**src/rtl/mux_scan_if.sv**
```systemverilog
// Scan bus between mux_scan_sequencer and its requester/multiplexer.
interface mux_scan_if #(
  parameter int CHANNELS = 4
);
  localparam int SEL_W = $clog2(CHANNELS);

  logic                start;
  logic                mux_y;
  logic [SEL_W-1:0]    sel;
  logic                sample_vld;
  logic [CHANNELS-1:0] result;
  logic                busy;
  logic                done;

  modport master (
    output start, mux_y,
    input  sel, sample_vld, result, busy, done
  );

  modport slave (
    input  start, mux_y,
    output sel, sample_vld, result, busy, done
  );
endinterface

```
**src/rtl/mux_scan_sequencer.sv**
```systemverilog
// Steps a CHANNELS:1 mux select, dwells, captures mux_y per channel.
// Define MUX_SCAN_CONT_EN for continuous back-to-back scanning.
module mux_scan_sequencer #(
  parameter int CHANNELS = 4,
  parameter int DWELL    = 3
) (
  input logic     clk,
  input logic     rst_n,
  mux_scan_if.slave bus
);
  localparam int SEL_W = $clog2(CHANNELS);
  localparam logic [7:0] DW_M1 = 8'(DWELL - 1);
  localparam logic [SEL_W-1:0] LAST = SEL_W'(CHANNELS - 1);

  typedef enum logic [1:0] {
    IDLE, SETTLE, CAPTURE, DONE
  } state_t;

  state_t              state;
  logic [7:0]          cnt;
  logic [SEL_W-1:0]    sel;
  logic [CHANNELS-1:0] result;
  logic                sample_vld;
  logic                busy;
  logic                done;

  assign bus.sel        = sel;
  assign bus.result     = result;
  assign bus.sample_vld = sample_vld;
  assign bus.busy       = busy;
  assign bus.done       = done;

  always_ff @(posedge clk or negedge rst_n) begin
    if (!rst_n) begin
      state      <= IDLE;
      cnt        <= 8'd0;
      sel        <= '0;
      result     <= '0;
      sample_vld <= 1'b0;
      busy       <= 1'b0;
      done       <= 1'b0;
    end else begin
      sample_vld <= 1'b0;
      done       <= 1'b0;
      unique case (state)
        IDLE: begin
          if (bus.start) begin
            state  <= SETTLE;
            sel    <= '0;
            cnt    <= DW_M1;
            result <= '0;
            busy   <= 1'b1;
          end
        end
        SETTLE: begin
          if (cnt == 8'd0) state <= CAPTURE;
          else             cnt   <= cnt - 8'd1;
        end
        CAPTURE: begin
          result[sel] <= bus.mux_y;
          sample_vld  <= 1'b1;
          if (sel == LAST) begin
            state <= DONE;
            sel   <= '0;
            busy  <= 1'b0;
            done  <= 1'b1;
          end else begin
            state <= SETTLE;
            sel   <= sel + 1'b1;
            cnt   <= DW_M1;
          end
        end
        DONE: begin
`ifdef MUX_SCAN_CONT_EN
          // restart keeps old result bits until recaptured
          if (bus.start) begin
            state <= SETTLE;
            cnt   <= DW_M1;
            busy  <= 1'b1;
          end else begin
            state <= IDLE;
          end
`else
          state <= IDLE;
`endif
        end
        default: state <= IDLE;
      endcase
    end
  end
endmodule

```
**src/flat_wrapper.sv**
```systemverilog
// flat-port wrapper written by rule: the top's interface ports become plain ports
module mux_scan_sequencer_flat 
#(
  parameter int CHANNELS = 4,
  parameter int DWELL    = 3
)
  (clk, rst_n, bus_start, bus_mux_y, bus_sel, bus_sample_vld, bus_result, bus_busy, bus_done);
  mux_scan_if #(.CHANNELS(CHANNELS)) bus_i ();
  input logic clk;
  input logic rst_n;
  input wire logic [$bits(bus_i.start)-1:0] bus_start;
  input wire logic [$bits(bus_i.mux_y)-1:0] bus_mux_y;
  output wire logic [$bits(bus_i.sel)-1:0] bus_sel;
  output wire logic [$bits(bus_i.sample_vld)-1:0] bus_sample_vld;
  output wire logic [$bits(bus_i.result)-1:0] bus_result;
  output wire logic [$bits(bus_i.busy)-1:0] bus_busy;
  output wire logic [$bits(bus_i.done)-1:0] bus_done;
  assign bus_i.start = bus_start;
  assign bus_i.mux_y = bus_mux_y;
  assign bus_sel = bus_i.sel;
  assign bus_sample_vld = bus_i.sample_vld;
  assign bus_result = bus_i.result;
  assign bus_busy = bus_i.busy;
  assign bus_done = bus_i.done;
  mux_scan_sequencer #(.CHANNELS(CHANNELS), .DWELL(DWELL)) u_core (.clk(clk), .rst_n(rst_n), .bus(bus_i));
endmodule
```
**config.mk**
```make
export PLATFORM = sky130hd
export DESIGN_NAME = mux_scan_sequencer_flat
export DESIGN_NICKNAME = d
export VERILOG_FILES = /design/src/rtl/mux_scan_if.sv /design/src/rtl/mux_scan_sequencer.sv /design/src/flat_wrapper.sv
export SDC_FILE = /design/constraint.sdc
export NUM_CORES = 1
export LEC_CHECK = 0
export BUFFER_PORTS_ARGS = -buffer_cell sky130_fd_sc_hd__buf_2
export CORE_MARGIN = 4
export CORE_UTILIZATION = 45
export DETAILED_ROUTE_END_ITERATION = 7
export PLACE_DENSITY_LB_ADDON = 0.1
export SYNTH_ARGS = -nofsm -noshare
export SYNTH_HDL_FRONTEND = slang
export SYNTH_SLANG_ARGS = --single-unit
```
**constraint.sdc**
```tcl
create_clock -name clk -period 3.34 [get_ports clk]
set_input_delay 0.167 -clock clk [delete_from_list [all_inputs] [get_ports clk]]
set_output_delay 0.167 -clock clk [all_outputs]
set_load 0.01 [all_outputs]
```
==> impl_metrics.toml, run 1 <==
[status]
status = "completed"

[drt]
routed_via_density = 5.03
ant_nets = 0
first_iter_violations = 7
vias = 644
drcViolationCount = 0
dr.pass1.iters = 6
post_drt_wl_per_cell_um = 13.1
wl_um = 1670

[layout]
final_cell_mix = "dfrtp_1, buf_2, nand2_1, inv_1, nor2_1"
syn_to_final_growth_pct = 13.2
final_common_cell = "dfrtp_1"
n_antenna_cell = 0
fillerInstances = 190
nNetsFinal = 112
drive_gt1_share_pct = 23.8
design_area_mm2 = 0.00108

[die]
dieArea_mm2 = 0.00292
chipHeight_um = 54.1
pin_count = 13
rows = 16
coreArea_mm2 = 0.00198
initial_utilization_pct = 48.2
die_x_um = 54.1

[placement]
port_buffers = 12
dpl.hpwl_um = 1230
place_area_mm2 = 0.00104
gp_congestion = 0.709

[yosys]
seq_area_frac_synth_pct = 49.8
synthFlopType = "dfrtp_1"
synthCells = 85
synth_area_um2 = 955
yosysWarningCount = 0
synth-edff-count = 0
synth_nets = 95
async_flop_share_pct = 100
ys_ff_latch = 19
synth.distinct_cells = 24
synth.avg_cell_area_um2 = 11.2

[global_routing]
grt_max_degree = 20
grt_pass1_vias = 705
antenna_found_initial = 0
grt_pass1_wl_um = 3140
grt_use_total_pct = 15.3
grt.overflow.total = 0

[clock_tree]
cts.path.max_buffers = 2
cts_tree = "built"
clkLatencyLatePin_ns = 0.30
clockRootBuffer = "clkbuf_4"
cts.reportedPaths.clkPinSlew_ns = 0.11
post_cts_buffers = 0
cts_sinks = 19
cts-buffers-inserted = 3
h-tree-depth = 1

[timing]
setup_viol = 0
rsz0062_at_grt = "no"
relSlewSlack_pct = 53.3
finClkSkew_ns = 0.00720
min_period_ns = 1.83
worst_pin_slew_ns = 0.694
hold_viol = 0
setup_tns_ns = 0
drv_slew = 0
fmax_mhz = 548
min_period_over_period_pct = 54.6

[setup_path]
r2r_start = "u_core.cnt[0]"
worstPathArrival_ns = 2.06
cp-start-kind = "flop"
required_ns = 3.57
worstPathMaxFanout = 4
worstSetupEndpointType = "flop"
crit_type = "flop to flop"
crit_path_start = "u_core.cnt[0]"

[job]
drv_cap = 0

[hold_path]
min_from = "bus_start"
min_path_type = "input port to flop"

[pwr]
p_per_area_mw_per_mm2 = 621
leakage_uw = 0.000539
irDropWorstVdd_uv = 330
[repair_timing]
item,CTS,global route
endpoints found under the setup margin,0,0
hold endpoints to repair,19,0
hold buffers,1,0
resized for setup,0,0
[cells by family after synthesis]
logic type | after synthesis | synth area share [%]
AND/OR/NAND/NOR | 25 | 14.0
AO/OA/AOI/OAI | 16 | 13.5
flip-flops | 19 | 49.8
multiplexers | 8 | 8.91
adder cells (fa/ha/maj) | 6 | 7.86
XOR/XNOR | 3 | 2.75
buffers and inverters | 8 | 3.15
[power by group]
part,total [uW],switching [uW],internal (uW),leakage [uW]
logic,217,112,106,0.000287
registers,339,54.3,285,0.000237
clock network,115,68.6,46.5,0.0000150
[area by class of cell]
class                      instances  area [um^2]  area share, %
tap                               27         33.8           3.12
clock buffer                       4         26.3           2.43
inverter                           7         26.3           2.43
sequential                        19          475           44.0
multi-input combinational         58          449           41.6
timing repair buffer              13         70.1           6.48
[critical path: stages (launching register included)]
cell	delay [ns]
dfrtp_1	0.42
inv_1	0.09
ha_1	0.19
nor3b_1	0.48
nand2_1	0.16
nand3b_1	0.22
mux2i_1	0.20
[flip-flops by register name, indices dropped and copies added, names as in the netlist]
register,flops
u_core.bus.result,4
u_core.bus.done,1
u_core.cnt,8
u_core.bus.sel,2
u_core.state,2
u_core.bus.busy,1
u_core.bus.sample_vld,1
[per-stage QoR]
stage / total power, uW / instances / hold WS, ns / utilization, % / worst slack [ns]
after floorplan: 513 / 85 / -0.129 / - / 1.73
after global placement: 557 / 123 / 0.129 / 52.7 / 1.57
after detailed placement: 564 / 123 / 0.130 / 52.7 / 1.52
after CTS: 683 / 128 / 0.202 / 54.5 / 1.50
after global routing: 738 / 128 / 0.209 / 54.5 / 1.25
final: 672 / 128 / 0.220 / 54.5 / 1.51
[final timing paths]
path                       slack (ns)                    to  cells after the start
setup / recovery                 1.51         u_core.cnt[0]                      6
hold / removal                   0.22       u_core.bus.busy                      3
setup reg to reg                 1.51         u_core.cnt[0]                      6
hold reg to reg                  0.50         u_core.cnt[7]                      1
max in group asynchronous        2.72  u_core.bus.result[0]                      2
min in group asynchronous        0.32       u_core.state[1]                      2
[Yosys cell counts, drive strengths merged (2+ instances only)]
master	number	share of area (%)
a21oi	3	1.6
a22o	6	5.5
and2b	2	1.8
dfrtp	19	50
ha	6	7.9
inv	7	2.8
mux2	4	4.7
mux2i	4	4.2
nand2	8	3.1
nand3b	2	1.6
nor2	7	2.8
nor3b	2	1.6
o21ai	2	1.0
o31ai	2	2.1
xnor2	3	2.8
[per-layer routing]
metal,routed length [um],vias to the layer above,track usage [%]
li1,-,323,-
met1,804,304,19.7
met2,774,15,23.6
met3,80,2,5.82
met4,13,0,4.98
met5,0,-,0
No activity file was read; power rests on OpenSTA's default activity.
==> run 2: changes to the inputs <==
- clock period: 3.34 -> 1.5 ns (I/O delays scaled with it)
==> run 2 against run 1 <==
The run now ends with setup timing left. Via count up 13%. Sequential power up 120%. Routed wire length up 13%. Core utilization up 7.4 points. Sequential cell count unchanged. Cell count up 11%. Power rose to 2.7 times the previous value. Critical path depth down 3. Clock power up 120%. First-iteration DRC count up 110%. Clock skew down 0.0014 ns. Critical endpoint is now u_core.cnt[7]. Largest cell class is now multi-input gates. Highest routed layer unchanged.
==> impl_metrics.toml, run 2 (same netlist as run 1, synthesis figures left out) <==
[status]
status = "finished, violations left"
failed_checks = "setup timing"

[layout]
final_common_cell = "dfrtp_1"
drive_gt1_share_pct = 40.0
largest_reg_flops = 8
syn_to_final_growth_pct = 28.6
n_antenna_cell = 0
fillerInstances = 162
largest_register = "u_core.cnt"
final_cell_mix = "dfrtp_1, buf_4, buf_2, nand2_1"
nNetsFinal = 126
reg_top3 = "u_core.cnt (8), u_core.bus.result (4)"
design_area_mm2 = 0.00123

[job]
drv_cap = 0

[setup_path]
crit_type = "flop to flop"
required_ns = 1.72
worstSetupEndpointType = "flop"
r2r_start = "u_core.cnt[1]"
r2r_slack_ns = -0.11
path_cells = "or4b_4 > or3b_4 > o31ai_2"
crit_path_start = "u_core.cnt[1]"
critical_path.max_stage_delay_ns = 0.55
r2r.worst_path.cells = 3
cp_slowest_cell = "or4b_4"
crit_path_end = "u_core.cnt[7]"
worstPathMaxFanout = 3
worstPathArrival_ns = 1.83
cp-start-kind = "flop"
rr_endpoint = "u_core.cnt[7]"

[clock_tree]
clockRootBuffer = "clkbuf_4"
cts-buffers-inserted = 3
cts_tree = "built"
cts.path.max_buffers = 2
h-tree-depth = 1
cts_sinks = 19
clkLatencyLatePin_ns = 0.29
cts.reportedPaths.clkPinSlew_ns = 0.11

[die]
coreArea_mm2 = 0.00198
chipHeight_um = 54.1
initial_utilization_pct = 48.2
dieArea_mm2 = 0.00292
die_x_um = 54.1
pin_count = 13
rows = 16

[global_routing]
grt_use_total_pct = 15.7
grt_max_degree = 20
antenna_found_initial = 0
grt_pass1_wl_um = 3260
grt_pass1_vias = 757
grt.overflow.total = 0

[timing]
setup_tns_ns = -0.164
worst_pin_slew_ns = 0.417
fmax_mhz = 619
hold_ws_ns = 0.109
finClkSkew_ns = 0.00576
drv_slew = 0
min_period_over_period_pct = 108
relSlewSlack_pct = 72.2
hold_viol = 0
fin_ws_ns = -0.114
setup_viol = 3
rsz0062_at_grt = "yes"
min_period_ns = 1.61

[placement]
place_area_mm2 = 0.00115
gp_congestion = 0.800
pre_cts_ws_ns = -0.0900
port_buffers = 12
dpl.hpwl_um = 1380

[pwr]
internal_power_uw = 1160
seqPwrFrac_pct = 41.4
switching_power_uw = 621
p_clk_share_pct = 14.5
irDropWorstVdd_uv = 951
leakage_uw = 0.000620
p_per_area_mw_per_mm2 = 1450
switching_share_pct = 34.9
pwr-share-comb_pct = 44.1

[drt]
routed_via_density = 5.13
vias = 728
drcViolationCount = 0
wl_um = 1890
first_iter_violations = 15
post_drt_wl_per_cell_um = 13.3
dr.pass1.iters = 4
ant_nets = 0

[hold_path]
min_path_type = "input port to flop"
-- run 2: worst max-delay path, delay by kind of cell, from the launching register on --
family           cells  cell delay [ns]
AO/OA/AOI/OAI        1             0.17
flip-flops           1             0.41
AND/OR/NAND/NOR      2             0.95
-- run 2: cell type report --
cell class | instances | area [um^2] | area share [%]
Clock buffer | 4 | 26.3 | 2.14
Inverter | 7 | 26.3 | 2.14
Multi-Input combinational cell | 58 | 490 | 40.0
Sequential cell | 19 | 475 | 38.7
Tap cell | 27 | 33.8 | 2.75
Timing Repair Buffer | 27 | 175 | 14.3
-- run 2: per-layer routing --
metal / global-route usage [%] / up-vias / routed length [um]
met5: 0 / - / 0
met4: 7.47 / 0 / 23
met3: 4.16 / 2 / 69
met2: 26.0 / 15 / 891
met1: 18.9 / 354 / 907
li1: - / 357 / -
-- run 2: how the worst min path moves through the flow --
stage | start | endpoint | slack (ns) | cells past startpoint
floorplan | rst_n | u_core.bus.busy | -0.22 | 0
global placement | rst_n | u_core.bus.sample_vld | 0.04 | 1
detailed placement | rst_n | u_core.bus.sample_vld | 0.04 | 1
CTS | bus_start | u_core.bus.busy | 0.11 | 3
global route | bus_start | u_core.bus.busy | 0.12 | 3
finish | bus_start | u_core.bus.busy | 0.11 | 3
-- run 2: what timing repair did --
| item | 4_1_cts | 5_1_grt |
|---|---|---|
| hold buffers | 1 | 0 |
| endpoints found under the hold margin | 19 | 0 |
| setup buffers | 1 | 1 |
| gates resized for setup | 1 | 4 |
| gates cloned | 0 | 0 |
| pin swaps | 0 | 4 |
| setup endpoints to repair | 8 | 10 |
-- run 2: power by group through the flow --
stage,logic [uW],registers [uW],clock network (uW)
floorplan,434,750,0
global placement,697,738,0
detailed placement,705,744,0
CTS,740,732,268
global route,874,752,294
finish,786,737,258
-- run 2: metrics by stage --
step,instances,power [uW],utilization [%]
finish,142,1780,61.9
global route,142,1920,61.9
CTS,141,1740,60.5
detailed placement,135,1450,58.1
global placement,135,1440,58.1
floorplan,85,1180,-
